$ cat src/rtl/aurora_loopback_responder.sv
// Aurora far-end loopback responder: buffers the RX word stream in a small
// circular FIFO and retransmits it unchanged on TX. It also keeps sticky
// link, overflow and soft-error status for the board LEDs.
module aurora_loopback_responder #(
  parameter int DATA_WIDTH = 16,
  parameter int N_LANE     = 1,
  parameter int FIFO_AW    = 4
) (
  input  logic                  USER_CLK,
  input  logic                  RESET,
  input  logic                  CHANNEL_UP,
  input  logic [N_LANE-1:0]     LANE_UP,
  input  logic                  HARD_ERR,
  input  logic                  SOFT_ERR,
  input  logic [0:DATA_WIDTH-1] RX_D,
  input  logic                  RX_SRC_RDY_N,
  input  logic                  TX_DST_RDY_N,
  output logic [0:DATA_WIDTH-1] TX_D,
  output logic                  TX_SRC_RDY_N,
  output logic [31:0]           N_ECHOED,
  output logic [7:0]            GPIO_LED
);

  localparam logic [1:0] S_WAIT  = 2'd0;
  localparam logic [1:0] S_UP    = 2'd1;
  localparam logic [1:0] S_ERROR = 2'd2;

  localparam int               DEPTH      = 1 << FIFO_AW;
  localparam logic [FIFO_AW:0] FULL_COUNT = (FIFO_AW + 1)'(DEPTH);

  logic [1:0]            state;
  logic [FIFO_AW-1:0]    wr_ptr;
  logic [FIFO_AW-1:0]    rd_ptr;
  logic [FIFO_AW:0]      count;
  logic [0:DATA_WIDTH-1] mem [DEPTH];
  logic [31:0]           n_echoed_q;
  logic [7:0]            n_soft;
  logic [27:0]           n_clock;
  logic                  ovf_sticky;

  logic tx_valid;
  logic run;
  logic flush;
  logic full;
  logic push_req;
  logic push;
  logic pop;
  logic overflow;

  // Decode this cycle's push/pop and the flush/overflow conditions.
  // NOTE: every signal driven here gets a value on every path, so no latch is inferred.
  always_comb begin
    tx_valid = (state == S_UP) && (count != '0);
    run      = (state == S_UP) && !HARD_ERR && CHANNEL_UP;
    flush    = (state == S_WAIT) || ((state == S_UP) && !HARD_ERR && !CHANNEL_UP);
    full     = (count == FULL_COUNT);
    push_req = run && !RX_SRC_RDY_N;
    pop      = run && tx_valid && !TX_DST_RDY_N;
    overflow = push_req && full && !pop;
    push     = push_req && !overflow;
  end

  // Link state machine; ERROR is left only through RESET.
  // NOTE: sequential state uses non-blocking assignments so every flop samples pre-edge values.
  always_ff @(posedge USER_CLK) begin
    if (RESET) begin
      state      <= S_WAIT;
      ovf_sticky <= 1'b0;
    end else begin
      case (state)
        S_WAIT:  if (CHANNEL_UP) state <= S_UP;
        S_UP: begin
          if (HARD_ERR) begin
            state <= S_ERROR;
          end else if (!CHANNEL_UP) begin
            state <= S_WAIT;
          end else if (overflow) begin
            state      <= S_ERROR;
            ovf_sticky <= 1'b1;
          end
        end
        S_ERROR: state <= S_ERROR;
        default: state <= S_WAIT;
      endcase
    end
  end

  // FIFO pointers and occupancy; WAIT and a channel drop empty the FIFO.
  always_ff @(posedge USER_CLK) begin
    if (RESET || flush) begin
      wr_ptr <= '0;
      rd_ptr <= '0;
      count  <= '0;
    end else begin
      if (push) wr_ptr <= wr_ptr + 1'b1;
      if (pop)  rd_ptr <= rd_ptr + 1'b1;
      case ({push, pop})
        2'b10:   count <= count + 1'b1;
        2'b01:   count <= count - 1'b1;
        default: count <= count;
      endcase
    end
  end

  // Echo storage written on accepted pushes.
  // NOTE: the array has no reset; stale contents are never visible because TX is invalid while count is zero.
  always_ff @(posedge USER_CLK) begin
    if (push) mem[wr_ptr] <= RX_D;
  end

  // Echo counter, saturating soft-error counter and heartbeat.
  always_ff @(posedge USER_CLK) begin
    if (RESET) begin
      n_echoed_q <= '0;
      n_soft     <= '0;
      n_clock    <= '0;
    end else begin
      n_echoed_q <= n_echoed_q + 32'(pop);
      if (SOFT_ERR && (n_soft != 8'hFF)) n_soft <= n_soft + 1'b1;
      n_clock    <= n_clock + 1'b1;
    end
  end

  assign TX_D         = mem[rd_ptr];
  assign TX_SRC_RDY_N = ~tx_valid;
  assign N_ECHOED     = n_echoed_q;
  assign GPIO_LED     = {state == S_ERROR, ovf_sticky, CHANNEL_UP, LANE_UP[0],
                         |n_soft, state == S_UP, count != '0, n_clock[27]};

endmodule

$ cat config.mk
export PLATFORM = sky130hd
export DESIGN_NAME = aurora_loopback_responder
export DESIGN_NICKNAME = d
export VERILOG_FILES = /design/src/rtl/aurora_loopback_responder.sv
export SDC_FILE = /design/constraint.sdc
export NUM_CORES = 1
export LEC_CHECK = 0
export ABC_CLOCK_PERIOD_IN_PS = 3800
export BUFFER_PORTS_ARGS = -buffer_cell sky130_fd_sc_hd__buf_2
export CORE_MARGIN = 2
export CORE_UTILIZATION = 60
export CTS_BUF_LIST = sky130_fd_sc_hd__clkbuf_4
export CTS_CLUSTER_DIAMETER = 120
export DETAILED_ROUTE_END_ITERATION = 12
export PLACE_DENSITY = 0.79
export SLEW_MARGIN = 10
export SYNTH_ARGS = -nofsm -noshare
export SYNTH_HDL_FRONTEND = slang
export SYNTH_SLANG_ARGS = --single-unit
$ cat constraint.sdc
create_clock -name USER_CLK -period 3.8 [get_ports USER_CLK]
set_input_delay 0.19 -clock USER_CLK [delete_from_list [all_inputs] [get_ports USER_CLK]]
set_output_delay 0.19 -clock USER_CLK [all_outputs]
set_load 0.03 [all_outputs]
* After elaboration in Yosys (flattened, before gate mapping)
Memory sizes are Yosys's and may differ from the RTL's. A register that Yosys moved wholly into a read port is not among the register bits. Index checks and enable logic that the tools add are counted.
Storage, ports and cells: bits in latches 0, memory bits (writable) 256, bits in read-only memories 0, bits in registers 84, memories 1, logic and storage cells 61
Operators by class: muxes and demuxes 10, magnitude comparators 0, shifts and indexed selects 0, equality and inequality tests 8, bitwise operators 2, $add $sub $neg 7, reductions and logical operators 25, divide/modulo/power cells 0, multiply operators 0
Memories:
- mem | words 16, width 16, rd ports 1, clocked after Yosys merged registers in 1, wr ports 1, RTL line 35 | logic [0:DATA_WIDTH-1] mem [DEPTH];
Operator list (count):
- adder 32 x 1 -> 32 bit | 1
- adder 28 x 1 -> 28 bit, second input constant | 1
- logical AND 1 bit | 11
- case mux 5 bit (2 select lines) | 1
- adder 4 x 1 -> 4 bit, second input constant | 2
- adder 8 x 1 -> 8 bit, second input constant | 1
- 2-to-1 mux 2 bit | 4
- 2-to-1 mux 4 bit | 2
- != test 8 bit, second input constant | 1
- OR reduction 8 bit | 1
- logical NOT 1 bit | 6
- case mux 2 bit (3 select lines) | 1
- adder 5 x 1 -> 5 bit, second input constant | 1
- == test 5 bit, second input constant | 1
- nonzero test 5 bit | 1
- subtractor 5 x 1 -> 5 bit, second input constant | 1
- == test 2 x 1 -> 1 bit, second input constant | 2
- == test 2 bit, second input constant | 2
- != test 4 x 3 -> 1 bit, second input constant | 1
- AND reduction 4 bit | 1
- logical NOT 2 bit | 1
- logical OR 1 bit | 2
- 2-to-1 mux 1 bit | 2
- != test 2 bit, second input constant | 1
- 3 further kinds | 4

* Logic depth before layout (Yosys ltp)
Gate-level depths: netlist of run 1.
depth in word-level cells 11, mapped depth 10, depth with buffers taken out 10

* Worst setup path before layout of run 1
No wires, ideal clock.
kind flip-flop to flip-flop, start reg state[1], end mem mem[3][0] in the netlist's numbering (enable), setup time 0.409 ns, data required time 3.391 ns, slack 1.015 ns, clock period less this slack 2.785 ns, buffers on the path 0, cell stages (with the launch flop) 5, arrival time 2.376 ns, cell sequence dfxtp_1 -> nand4bb_4 -> a311oi_4 -> nand2_1 -> nor3_1
On the way: longest elaborated chain between the ends 11, elaborated cells between the ends (all ways) 14
RTL lines:
- from (decl) | RTL line 31 | logic [1:0] state;
- from (signal assigned) | RTL line 67 | state <= S_WAIT;
- from (signal assigned) | RTL line 71 | S_WAIT: if (CHANNEL_UP) state <= S_UP;
- from (signal assigned) | RTL line 74 | state <= S_ERROR;
- == test 2 x 1 -> 1 bit * | RTL line 53, 54
- logical AND 1 bit (2 in a row) | RTL line 54 | run = (state == S_UP) && !HARD_ERR && CHANNEL_UP;
- logical AND 1 bit (2 in a row) | RTL line 58 | pop = run && tx_valid && !TX_DST_RDY_N;
- logical NOT 1 bit | RTL line 59 | overflow = push_req && full && !pop;
- logical AND 1 bit | RTL line 59
- logical NOT 1 bit | RTL line 60 | push = push_req && !overflow;
- logical AND 1 bit * | RTL line 60
- 2-to-1 mux 1 bit * | RTL line 108 | if (push) mem[wr_ptr] <= RX_D;
- 2-to-1 mux 1 bit (not written as such) * | RTL line 108
- to (decl) | RTL line 35
Mark *: on every way between the ends. The rest lies on a longest branch, timed or not.

==> results of run 1 <==
synth_stat cells (2+ instances only):
| cell | instances | area (µm²) |
|---|---|---|
| nand3_2 | 2 | 20.0 |
| a21oi_1 | 8 | 40.0 |
| dfxtp_1 | 88 | 1760 |
| buf_1 | 2 | 7.51 |
| nand3_1 | 28 | 140 |
| buf_2 | 10 | 50.1 |
| buf_4 | 4 | 30.0 |
| clkbuf_1 | 21 | 78.8 |
| nor4_4 | 2 | 42.5 |
| nand4_1 | 21 | 131 |
| mux4_2 | 80 | 1800 |
| nor2b_1 | 6 | 37.5 |
| or2_2 | 2 | 12.5 |
| xnor2_1 | 21 | 184 |
| and2_1 | 2 | 12.5 |
| o21ai_0 | 6 | 30.0 |
| nand2b_1 | 3 | 18.8 |
| or3_1 | 5 | 31.3 |
| a31oi_1 | 2 | 12.5 |
| ha_1 | 13 | 163 |
| inv_1 | 13 | 48.8 |
| nor4_2 | 2 | 25.0 |
| nor2_1 | 99 | 372 |
| nand2_1 | 29 | 109 |
| mux2i_1 | 4 | 40.0 |
| nor4b_1 | 2 | 17.5 |
| or3b_1 | 2 | 17.5 |
| a21o_1 | 2 | 15.0 |
| nor3_1 | 13 | 65.1 |
| xor2_1 | 44 | 385 |
| and3_1 | 7 | 43.8 |
| edfxtp_1 | 256 | 7690 |
| and4_1 | 6 | 52.6 |
critical path, cell delays in order, from the launching register on:
cell,delay (ps)
dfxtp_4,790
buf_12,260
mux4_2,510
mux4_2,510
buf_2,200
final cells by class:
cell class | count | area share, %
sequential | 344 | 59.5
multi-input combinational | 425 | 25.5
clock buffer | 124 | 5.86
timing repair buffer | 123 | 5.17
tap | 285 | 2.24
clock inverter | 33 | 1.39
inverter | 13 | 0.307
antenna | 1 | 0.0158
layer usage:
layer,track usage [%],share of wire (%)
met3,5.68,6.9
met5,0,0
met1,31.2,42
met4,7.72,1.5
met2,36.0,50
state kept, by name, summed over array words and instances, names as in the netlist, named ones only:
signal,count
mem,256
N_ECHOED,32
n_clock,28
n_soft,8
count,5
rd_ptr,4
wr_ptr,4
state,2
ovf_sticky,1
stage by stage:
stage                     std cells  worst slack, ps  hold WS [ps]
after floorplan                 819             1020           289
after global placement         1168              944           380
after detailed placement       1168              888           380
after CTS                      1347              559          77.6
after global routing           1348              454           107
final                          1348              673           132
power groups by stage:
stage                     combinational (W)  clock (W)  sequential (W)
after floorplan                   0.0000529          0         0.00412
after global placement             0.000108          0         0.00412
after detailed placement           0.000112          0         0.00412
after CTS                          0.000130    0.00323         0.00404
after global routing               0.000143    0.00343         0.00404
final                              0.000131    0.00316         0.00404
worst paths after layout:
| check | endpoint | depth (start not counted) | from | slack, ps |
|---|---|---|---|---|
| hold reg to reg | n_clock[0] | 1 | n_clock[0] | 470 |
| setup / recovery | TX_D[10] | 4 | register | 670 |
| hold / removal | N_ECHOED[12] | 3 | RESET | 130 |
| setup reg to reg | N_ECHOED[16] | 9 | state[0] | 870 |
timing repair:
| action | in CTS | in global routing |
|---|---|---|
| gates resized for setup | 0 | 0 |
| hold buffers | 22 | 0 |
| hold endpoints to repair | 268 | 0 |
logic make-up after synthesis:
kind of cell / synth area share [%]
flops: 69.1
buf+inv: 1.57
fa+ha+maj: 1.34
mux: 13.6
compound gates: 1.27
simple gates: 8.94
xor+xnor: 4.17
cells in the final DEF, fill, tap and decap left out, types with 3 or more instances in the layout:
| master | synthesis | routed |
|---|---|---|
| nor3_2 | 1 | 5 |
| dlygate4sd3_1 | 0 | 22 |
| nand3_1 | 28 | 28 |
| buf_4 | 4 | 20 |
| buf_2 | 10 | 78 |
| mux4_2 | 80 | 80 |
| nor2_2 | 0 | 12 |
| xnor2_1 | 21 | 21 |
| or3_1 | 5 | 5 |
| clkbuf_4 | 0 | 124 |
| nor2b_1 | 6 | 6 |
| edfxtp_1 | 256 | 256 |
| nand4_1 | 21 | 21 |
| inv_1 | 13 | 13 |
| nand2_1 | 29 | 29 |
| dfxtp_1 | 88 | 86 |
| clkinv_1 | 0 | 19 |
| nand2b_1 | 3 | 3 |
| ha_1 | 13 | 13 |
| xor2_1 | 44 | 44 |
| buf_12 | 0 | 3 |
| clkinv_2 | 0 | 8 |
| and4_1 | 6 | 6 |
| nor2_1 | 99 | 87 |
| o21ai_0 | 6 | 6 |
| mux2i_1 | 4 | 4 |
| nor3_1 | 13 | 9 |
| a21oi_1 | 8 | 8 |
| bufinv_16 | 0 | 3 |
| and3_1 | 7 | 7 |
==> impl_metrics.csv, run 1 <==
group,metric,value,unit
outcome,status,"finished, final reports clean",
timing,period_needed,3130,ps
logic_synthesis,syn_nets,857,
logic_synthesis,synthDistinctLibCells,47,
grt,track_usage,22.7,%
job,drv_cap,0,
final_layout,regArea,9450,µm²
final_layout,fin_util,70.6,%
final_layout,fillers,1408,
pwr,p_leak,5.41,nW
pwr,p_seq_share,55.1,%
pwr,power_density,461,nW/µm²
floorplanning,die_h,155,µm
floorplanning,die_area,24000,µm²
pwr,internal-power,0.00580,W
drt,wl,26500,µm
critical_path,endpoint_kind,"primary output",
logic_synthesis,synth-edff-count,256,
critical_path,required,3610,ps
placed_design,port_buffers,78,
grt,grt_pass1_wl,41500,µm
drt,via_per_inst,5.76,
timing,fin_setup_tns,0,ps
logic_synthesis,ys_seq_area_share,69.1,%
timing,slew_violations,0,
timing,skew,51.3,ps
final_layout,layout-drive-gt1-share,33.1,%
timing,min_period_over_period,82.3,%
drt,drc_errors,0,
timing,finalHoldViolCount,0,
clock_network,htreeDepth,3,
pwr,clkPwrFrac,43.1,%
pwr,p_sw_share,20.9,%
placed_design,gp_congestion,0.786,
critical_path,crit_type,"reg -> out",
floorplanning,rows,55,
grt,grt_max_degree,73,
clock_network,postCtsSetupBuffers,0,
pwr,p_switching,0.00153,W
logic_synthesis,ys.flop_type,"edfxtp_1",
final_layout,fin_area,15900,µm²
floorplanning,die_w,155,µm
timing,fmax,320,MHz
logic_synthesis,synthArstFlopShare,0,%
logic_synthesis,syn_area,13700,µm²
clock_network,cts.clk_slew.worst_paths,70,ps
clock_network,clkLatencyLatePin,700,ps
critical_path,worst_setup_path_start_kind,"register",
drt,num_vias,7758,
hold_path,min_path_type,"in -> reg",
timing,rsz0062_at_grt,"no",
pwr,vdd_ir_drop_max,0.000258,V
critical_path,worstPathMaxFanout,32,
final_layout,multi_input_area,4050,µm²
final_layout,fin_nets,1032,
pwr,finalPower,0.00733,W
floorplanning,initial_utilization,60.7,%
logic_synthesis,ys_ff_latch,344,
timing,setup_viol,0,
final_layout,area_growth,16.2,%
placed_design,placed_area,14500,µm²
drt,drtPass1Iterations,5,
placed_design,dp_hpwl,15800,µm
grt,grt_overflow_total,0,
logic_synthesis,syn_avg_cell_area,16.7,µm²
clock_network,root_buffer,"clkbuf_4",
grt,grt_pass1_vias,7850,
timing,worstMarginPinSlew,1090,ps
clock_network,tritoncts,"done",
clock_network,cts_sinks,344,
logic_synthesis,synth_cells,819,
drt,drtIter0Drc,540,
logic_synthesis,yosysWarnings,0,
clock_network,cts_buffers,87,
drt,wire_per_inst,19.6,µm
critical_path,cp_data_arrival_time,2940,ps
pwr,share_comb_of_total_power,1.8,%
clock_network,clockBufferDepth,3,
grt,antenna_found_initial,1,
floorplanning,boundaryPins,81,
floorplanning,core-area,22500,µm²
timing,maxSlewHeadroom,27.3,%
drt,ant_nets,0,
Power figures use the tool's default switching activity.
==> run 2, diff against run 1 <==
--- a/config.mk
+++ b/config.mk
@@ -5,7 +5,8 @@
 export SDC_FILE = /design/constraint.sdc
 export NUM_CORES = 1
 export LEC_CHECK = 0
-export ABC_CLOCK_PERIOD_IN_PS = 3800
+export ABC_AREA = 1
+export ABC_CLOCK_PERIOD_IN_PS = 3180
 export BUFFER_PORTS_ARGS = -buffer_cell sky130_fd_sc_hd__buf_2
 export CORE_MARGIN = 2
 export CORE_UTILIZATION = 60
==> constraint.sdc (replaced) <==
create_clock -name USER_CLK -period 3.18 [get_ports USER_CLK]
set_input_delay 0.159 -clock USER_CLK [delete_from_list [all_inputs] [get_ports USER_CLK]]
set_output_delay 0.159 -clock USER_CLK [all_outputs]
set_load 0.03 [all_outputs]
==> run 2 against run 1 <==
Net effect:
- sequential share of layout area down 3.2 points
- sequential power rose by 20%
- wire length increased by 32%
- utilization fell by 1.1 points
- worst setup slack got worse by 400 ps
- clock skew is 13 ps higher
- clock-buffer cell count down 6
- hold slack better by 190 ps
- critical path type unchanged
==> impl_metrics.csv, run 2 <==
group,metric,value,unit
critical_path,required,3020,ps
timing,setup_viol,0,
timing,fin_hold_ws,318,ps
pwr,power_density,516,nW/µm²
logic_synthesis,ys.flop_type,"edfxtp_1",
logic_synthesis,synth_area_leaders,"edfxtp_1 (52%), dfxtp_1 (12%), nor2_1 (7.7%), o21ai_0 (5.4%), nand2_1 (4.8%)",
outcome,status,"finished, final reports clean",
logic_synthesis,syn_area,14700,µm²
drt,num_vias,11100,
drt,ant_nets,0,
critical_path,cp_data_arrival_time,2750,ps
critical_path,crit_buf_inv,3,
placed_design,port_buffers,78,
hold_path,min_path_type,"in -> out",
logic_synthesis,synth_largest_area_cell,"edfxtp_1",
grt,busiest_layer,"met2",
logic_synthesis,synthArstFlopShare,0,%
grt,grt_pass1_vias,11000,
logic_synthesis,synth_top_area_share,52.5,%
timing,finalHoldViolCount,0,
timing,rsz0062_at_grt,"no",
grt,grt_util_met3,8.00,%
final_layout,fin_nets,1627,
critical_path,cp_slowest_stage_delay,520,ps
final_layout,regMostFlops,"mem",
timing,period_needed,2910,ps
placed_design,placed_area,15500,µm²
final_layout,fin_util,69.5,%
clock_network,tritoncts,"done",
critical_path,worstPathMaxFanout,60,
clock_network,clockBufferDepth,3,
floorplanning,die_h,160,µm
critical_path,worst_setup_path_start_kind,"register",
critical_path,endpoint_kind,"primary output",
grt,use_met1,36.1,%
hold_path,min_to,"GPIO_LED[4]",
final_layout,area_growth,14.6,%
timing,worstMarginPinSlew,952,ps
placed_design,gp_congestion,0.899,
critical_path,worst_path_most_repeated_cell,"nor2_1",
drt,via_per_inst,5.62,
clock_network,cts_buffers,84,
drt,drtIter0Drc,1128,
floorplanning,boundaryPins,81,
floorplanning,initial_utilization,60.6,%
critical_path,critical_path.top_delay_family,"buffers and inverters",
timing,fin_setup_tns,0,ps
drt,wire_per_inst,17.7,µm
critical_path,r2r_cells,15,
critical_path,regToRegSetupSlack,600,ps
logic_synthesis,synth-edff-count,256,
pwr,vdd_ir_drop_max,0.000318,V
job,drv_cap,0,
clock_network,root_buffer,"clkbuf_4",
grt,antenna_found_initial,2,
timing,fmax,344,MHz
drt,drtPass1Iterations,6,
drt,wl,34900,µm
final_layout,final_common_cell,"nor2_1",
timing,maxSlewHeadroom,36.4,%
floorplanning,rows,57,
clock_network,cts.repair.resized,0,
logic_synthesis,synth.most_common_cell,"nor2_1",
critical_path,crit_slowest_cell,"inv_4",
timing,slew_violations,0,
grt,grt_overflow_total,0,
critical_path,worst_r2r_endpoint,"N_ECHOED[30]",
timing,min_period_over_period,91.4,%
grt,grt_pass1_wl,55800,µm
final_layout,layout-drive-gt1-share,17.1,%
logic_synthesis,ys_ff_latch,344,
logic_synthesis,syn_nets,1474,
final_layout,largest_reg_flops,256,
pwr,p_leak,5.71,nW
critical_path,cp_cell_sequence,"inv_4 -> buf_12 -> nor2_1 -> nor2_1 -> o21ai_0 -> o211ai_1 -> nand3_1 -> nand2_1 -> buf_2",
critical_path,r2r_start,"state[0]",
timing,skew,64.6,ps
logic_synthesis,ys_top_cells_by_count,"nor2_1 (300), edfxtp_1 (256), nand2_1 (186)",
logic_synthesis,ys_seq_area_share,64.5,%
clock_network,cts_sinks,344,
hold_path,holdCritStartpoint,"LANE_UP",
grt,grt_max_degree,122,
clock_network,cts.clk_slew.worst_paths,60,ps
logic_synthesis,synth_cells,1436,
floorplanning,core-area,24200,µm²
logic_synthesis,yosysWarnings,0,
floorplanning,die_area,25700,µm²
floorplanning,die_w,160,µm
placed_design,dp_hpwl,21700,µm
grt,gr-usage-met2,44.3,%
logic_synthesis,synthDistinctLibCells,37,
logic_synthesis,syn_avg_cell_area,10.2,µm²
final_layout,final_cell_mix,"nor2_1 (284), edfxtp_1 (256), nand2_1 (186)",
critical_path,crit_type,"reg -> out",
drt,drc_errors,0,
clock_network,htreeDepth,3,
hold_path,worstHoldPathCells,0,
clock_network,clkLatencyLatePin,710,ps
final_layout,fin_area,16800,µm²
grt,track_usage,27.6,%
[run 2: cell count changes in the layout (fill, tap and decap cells not counted), moves of 55 or more]
cell,delta
o21ai_0,+153
a21oi_1,+55
o211ai_1,+64
nor2_1,+197
mux4_2,-80
nand2_1,+157
inv_1,+72
[run 2: cells by family (layout without fill, tap and decap cells)]
kind of cell | Yosys count | count (layout) | share of synthesized area (%)
buffers and inverters | 152 | 361 | 4.26
and+or+nand+nor | 620 | 620 | 18.0
other | 0 | 2 | 0
adders and majority gates | 14 | 14 | 1.25
xor gates and xnor gates | 17 | 17 | 1.02
DFF | 344 | 344 | 64.5
AOI/OAI and AO/OA | 289 | 289 | 11.0
[run 2: what timing repair did]
item,in CTS,in global routing
setup endpoints to repair,0,0
hold buffers,23,0
hold endpoints to repair,288,0
setup buffers,0,0
[run 2: worst max path at each step]
stage	to	depth (start not counted)
global route	TX_D[4]	9
detailed placement	N_ECHOED[30]	16
floorplan	N_ECHOED[30]	15
CTS	TX_D[4]	9
global placement	N_ECHOED[30]	16
finish	TX_D[4]	9
[run 2: stage by stage]
step	total power, W	cells	setup WS (ps)
after floorplan	0.00500	1436	750
after global routing	0.00899	1971	33.1
after global placement	0.00507	1804	701
final	0.00867	1971	274
after CTS	0.00873	1969	228
after detailed placement	0.00508	1804	622
[run 2: final cells by class]
cell class	instances	area, µm²
flip-flops and latches	344	9460
fillers	1731	7380
multi-input cells	940	4620
repair buffers	130	901
clock buffers	118	886
well taps	324	405
inverters	89	339
clock inverters	24	183
diodes	2	5.00
[run 2: power by group]
part,internal (W),total [W],switching (W)
sequential,0.00482,0.00483,0.00000617
clock,0.00195,0.00366,0.00171
combinational,0.0000518,0.000177,0.000125
[run 2: metal layers]
metal / part of all wire, % / up-vias
met5: 0 / -
met4: 2.3 / 0
met3: 10 / 72
met2: 47 / 550
met1: 40 / 5147
li1: - / 5315
==> run 3, diff against run 2 <==
--- a/config.mk
+++ b/config.mk
@@ -13,7 +13,7 @@
 export CTS_BUF_LIST = sky130_fd_sc_hd__clkbuf_4
 export CTS_CLUSTER_DIAMETER = 120
 export DETAILED_ROUTE_END_ITERATION = 12
-export PLACE_DENSITY = 0.79
+export PLACE_DENSITY = 0.91
 export SLEW_MARGIN = 10
 export SYNTH_ARGS = -nofsm -noshare
 export SYNTH_HDL_FRONTEND = slang
==> run 3 against run 2 <==
Net effect:
- fmax fell by 0.61%
- largest power group unchanged
- combinational power fell by 2%
- final area rose by 0.42%
- via count rose by 3.6%
- flip-flop and latch count did not move
- largest cell class unchanged
- critical endpoint is now TX_D[6]
==> impl_metrics.csv, run 3 (synthesized netlist as in run 2, its figures left out) <==
group,metric,value,unit
outcome,status,"finished, final reports clean",
critical_path,crit_cells,9,
critical_path,critical_path.top_delay_family,"buffers and inverters",
placed_design,dp_hpwl,20900,µm
timing,maxSlewHeadroom,22.8,%
clock_network,cts_buffers,83,
critical_path,cp_data_arrival_time,2760,ps
timing,finalHoldViolCount,0,
drt,wl,36200,µm
final_layout,fin_util,69.8,%
drt,drc_errors,0,
timing,fin_hold_ws,272,ps
floorplanning,die_h,160,µm
critical_path,worst_path_most_repeated_cell,"nor2_1",
drt,ant_nets,0,
grt,grt_max_degree,129,
pwr,vdd_ir_drop_max,0.000314,V
clock_network,clkLatencyLatePin,690,ps
critical_path,required,3020,ps
clock_network,root_buffer,"clkbuf_4",
critical_path,worstPathMaxFanout,44,
final_layout,fin_nets,1624,
clock_network,clockBufferDepth,3,
drt,drtPass1Iterations,6,
floorplanning,die_area,25700,µm²
pwr,finalPower,0.00892,W
timing,rsz0062_at_grt,"no",
placed_design,gp_congestion,0.923,
grt,track_usage,28.3,%
job,drv_cap,0,
pwr,power_density,529,nW/µm²
timing,period_needed,2920,ps
critical_path,worst_setup_path_start_kind,"register",
critical_path,cp_slowest_stage_delay,370,ps
clock_network,cts.clk_slew.worst_paths,60,ps
timing,fin_setup_tns,0,ps
hold_path,min_path_type,"in -> reg",
critical_path,crit_type,"reg -> out",
clock_network,postCtsSetupBuffers,0,
drt,drtIter0Drc,1337,
floorplanning,die_w,160,µm
floorplanning,initial_utilization,60.6,%
placed_design,port_buffers,78,
timing,worstMarginPinSlew,1160,ps
final_layout,final_cell_mix,"nor2_1 (284), edfxtp_1 (256), nand2_1 (186)",
timing,fmax,342,MHz
critical_path,r2r_cells,14,
grt,antenna_found_initial,3,
pwr,p_leak,5.74,nW
clock_network,tritoncts,"done",
drt,via_per_inst,5.79,
clock_network,htreeDepth,3,
hold_path,worstHoldPathCells,3,
floorplanning,core-area,24200,µm²
timing,min_period_over_period,91.9,%
clock_network,cts_sinks,344,
timing,slew_violations,0,
final_layout,regMostFlops,"mem",
timing,setup_viol,0,
drt,wire_per_inst,18.3,µm
final_layout,final_common_cell,"nor2_1",
final_layout,area_growth,15.1,%
floorplanning,boundaryPins,81,
final_layout,largest_reg_flops,256,
critical_path,crit_slowest_cell,"inv_4",
critical_path,crit_buf_inv,3,
grt,grt_pass1_vias,11400,
critical_path,cp_cell_sequence,"inv_4 -> buf_4 -> nor2_1 -> nor2_1 -> o21ai_0 -> o211ai_1 -> nand3_1 -> nand2_1 -> buf_2",
grt,grt_pass1_wl,56800,µm
final_layout,layout-drive-gt1-share,17.0,%
grt,grt_overflow_total,0,
timing,skew,50.4,ps
critical_path,endpoint_kind,"primary output",
floorplanning,rows,57,
drt,num_vias,11500,
## run 3: cell count changes in the layout (fill, tap and decap cells not counted), moves of 2 or more
cell       change
inv_2          -2
buf_12         -3
clkinv_2       +6
bufinv_16      +3
clkinv_1      +10
clkbuf_4       -4
## run 3: metrics by stage
stage / area, µm² / instances / setup slack, ps
2_1_floorplan: 14700 / 1436 / 750
3_3_place_gp: 15400 / 1801 / 720
3_5_place_dp: 15400 / 1801 / 621
4_1_cts: 16900 / 1980 / 279
5_1_grt: 16900 / 1982 / 102
6_report: 16900 / 1983 / 256
## run 3: report_power, final
part	switching [W]	total (W)	internal, W
Clock	0.00175	0.00393	0.00218
Combinational	0.000121	0.000173	0.0000521
Sequential	0.00000608	0.00482	0.00482
## run 3: worst register-to-register path, delay by kind of cell (launching register included)
family / cells / cell delay (ps)
adder cells (fa/ha/maj): 2 / 530
buffers and inverters: 3 / 320
AND/OR/NAND/NOR: 8 / 1190
flip-flops: 1 / 390
AO/OA/AOI/OAI: 1 / 150
## run 3: routing by layer
metal,global-route usage (%),vias up,routed length [µm]
met5,0,-,0
met4,12.8,0,1090
met3,6.44,97,4050
met2,47.2,696,17500
met1,35.5,5347,13600
li1,-,5345,-
## run 3: path summary, 6_finish.rpt
path | start | endpoint | slack, ps
hold / removal | RESET | state[1] | 270
setup / recovery | register | TX_D[6] | 260
setup reg to reg | count[0] | N_ECHOED[30] | 530
hold reg to reg | n_clock[0] | n_clock[0] | 450
## run 3: repair_timing
action                                 4_1_cts  5_1_grt
endpoints found under the hold margin      281        0
gates resized for setup                      0        0
hold buffers                                24        0
## run 3: final cells by class
cell class	instances	area, µm²
Clock buffer	114	856
Multi-Input combinational cell	940	4620
Clock inverter	41	332
Inverter	89	339
Tap cell	324	405
Timing Repair Buffer	128	851
Sequential cell	344	9460
Fill cell	1625	7310
Antenna cell	3	7.51
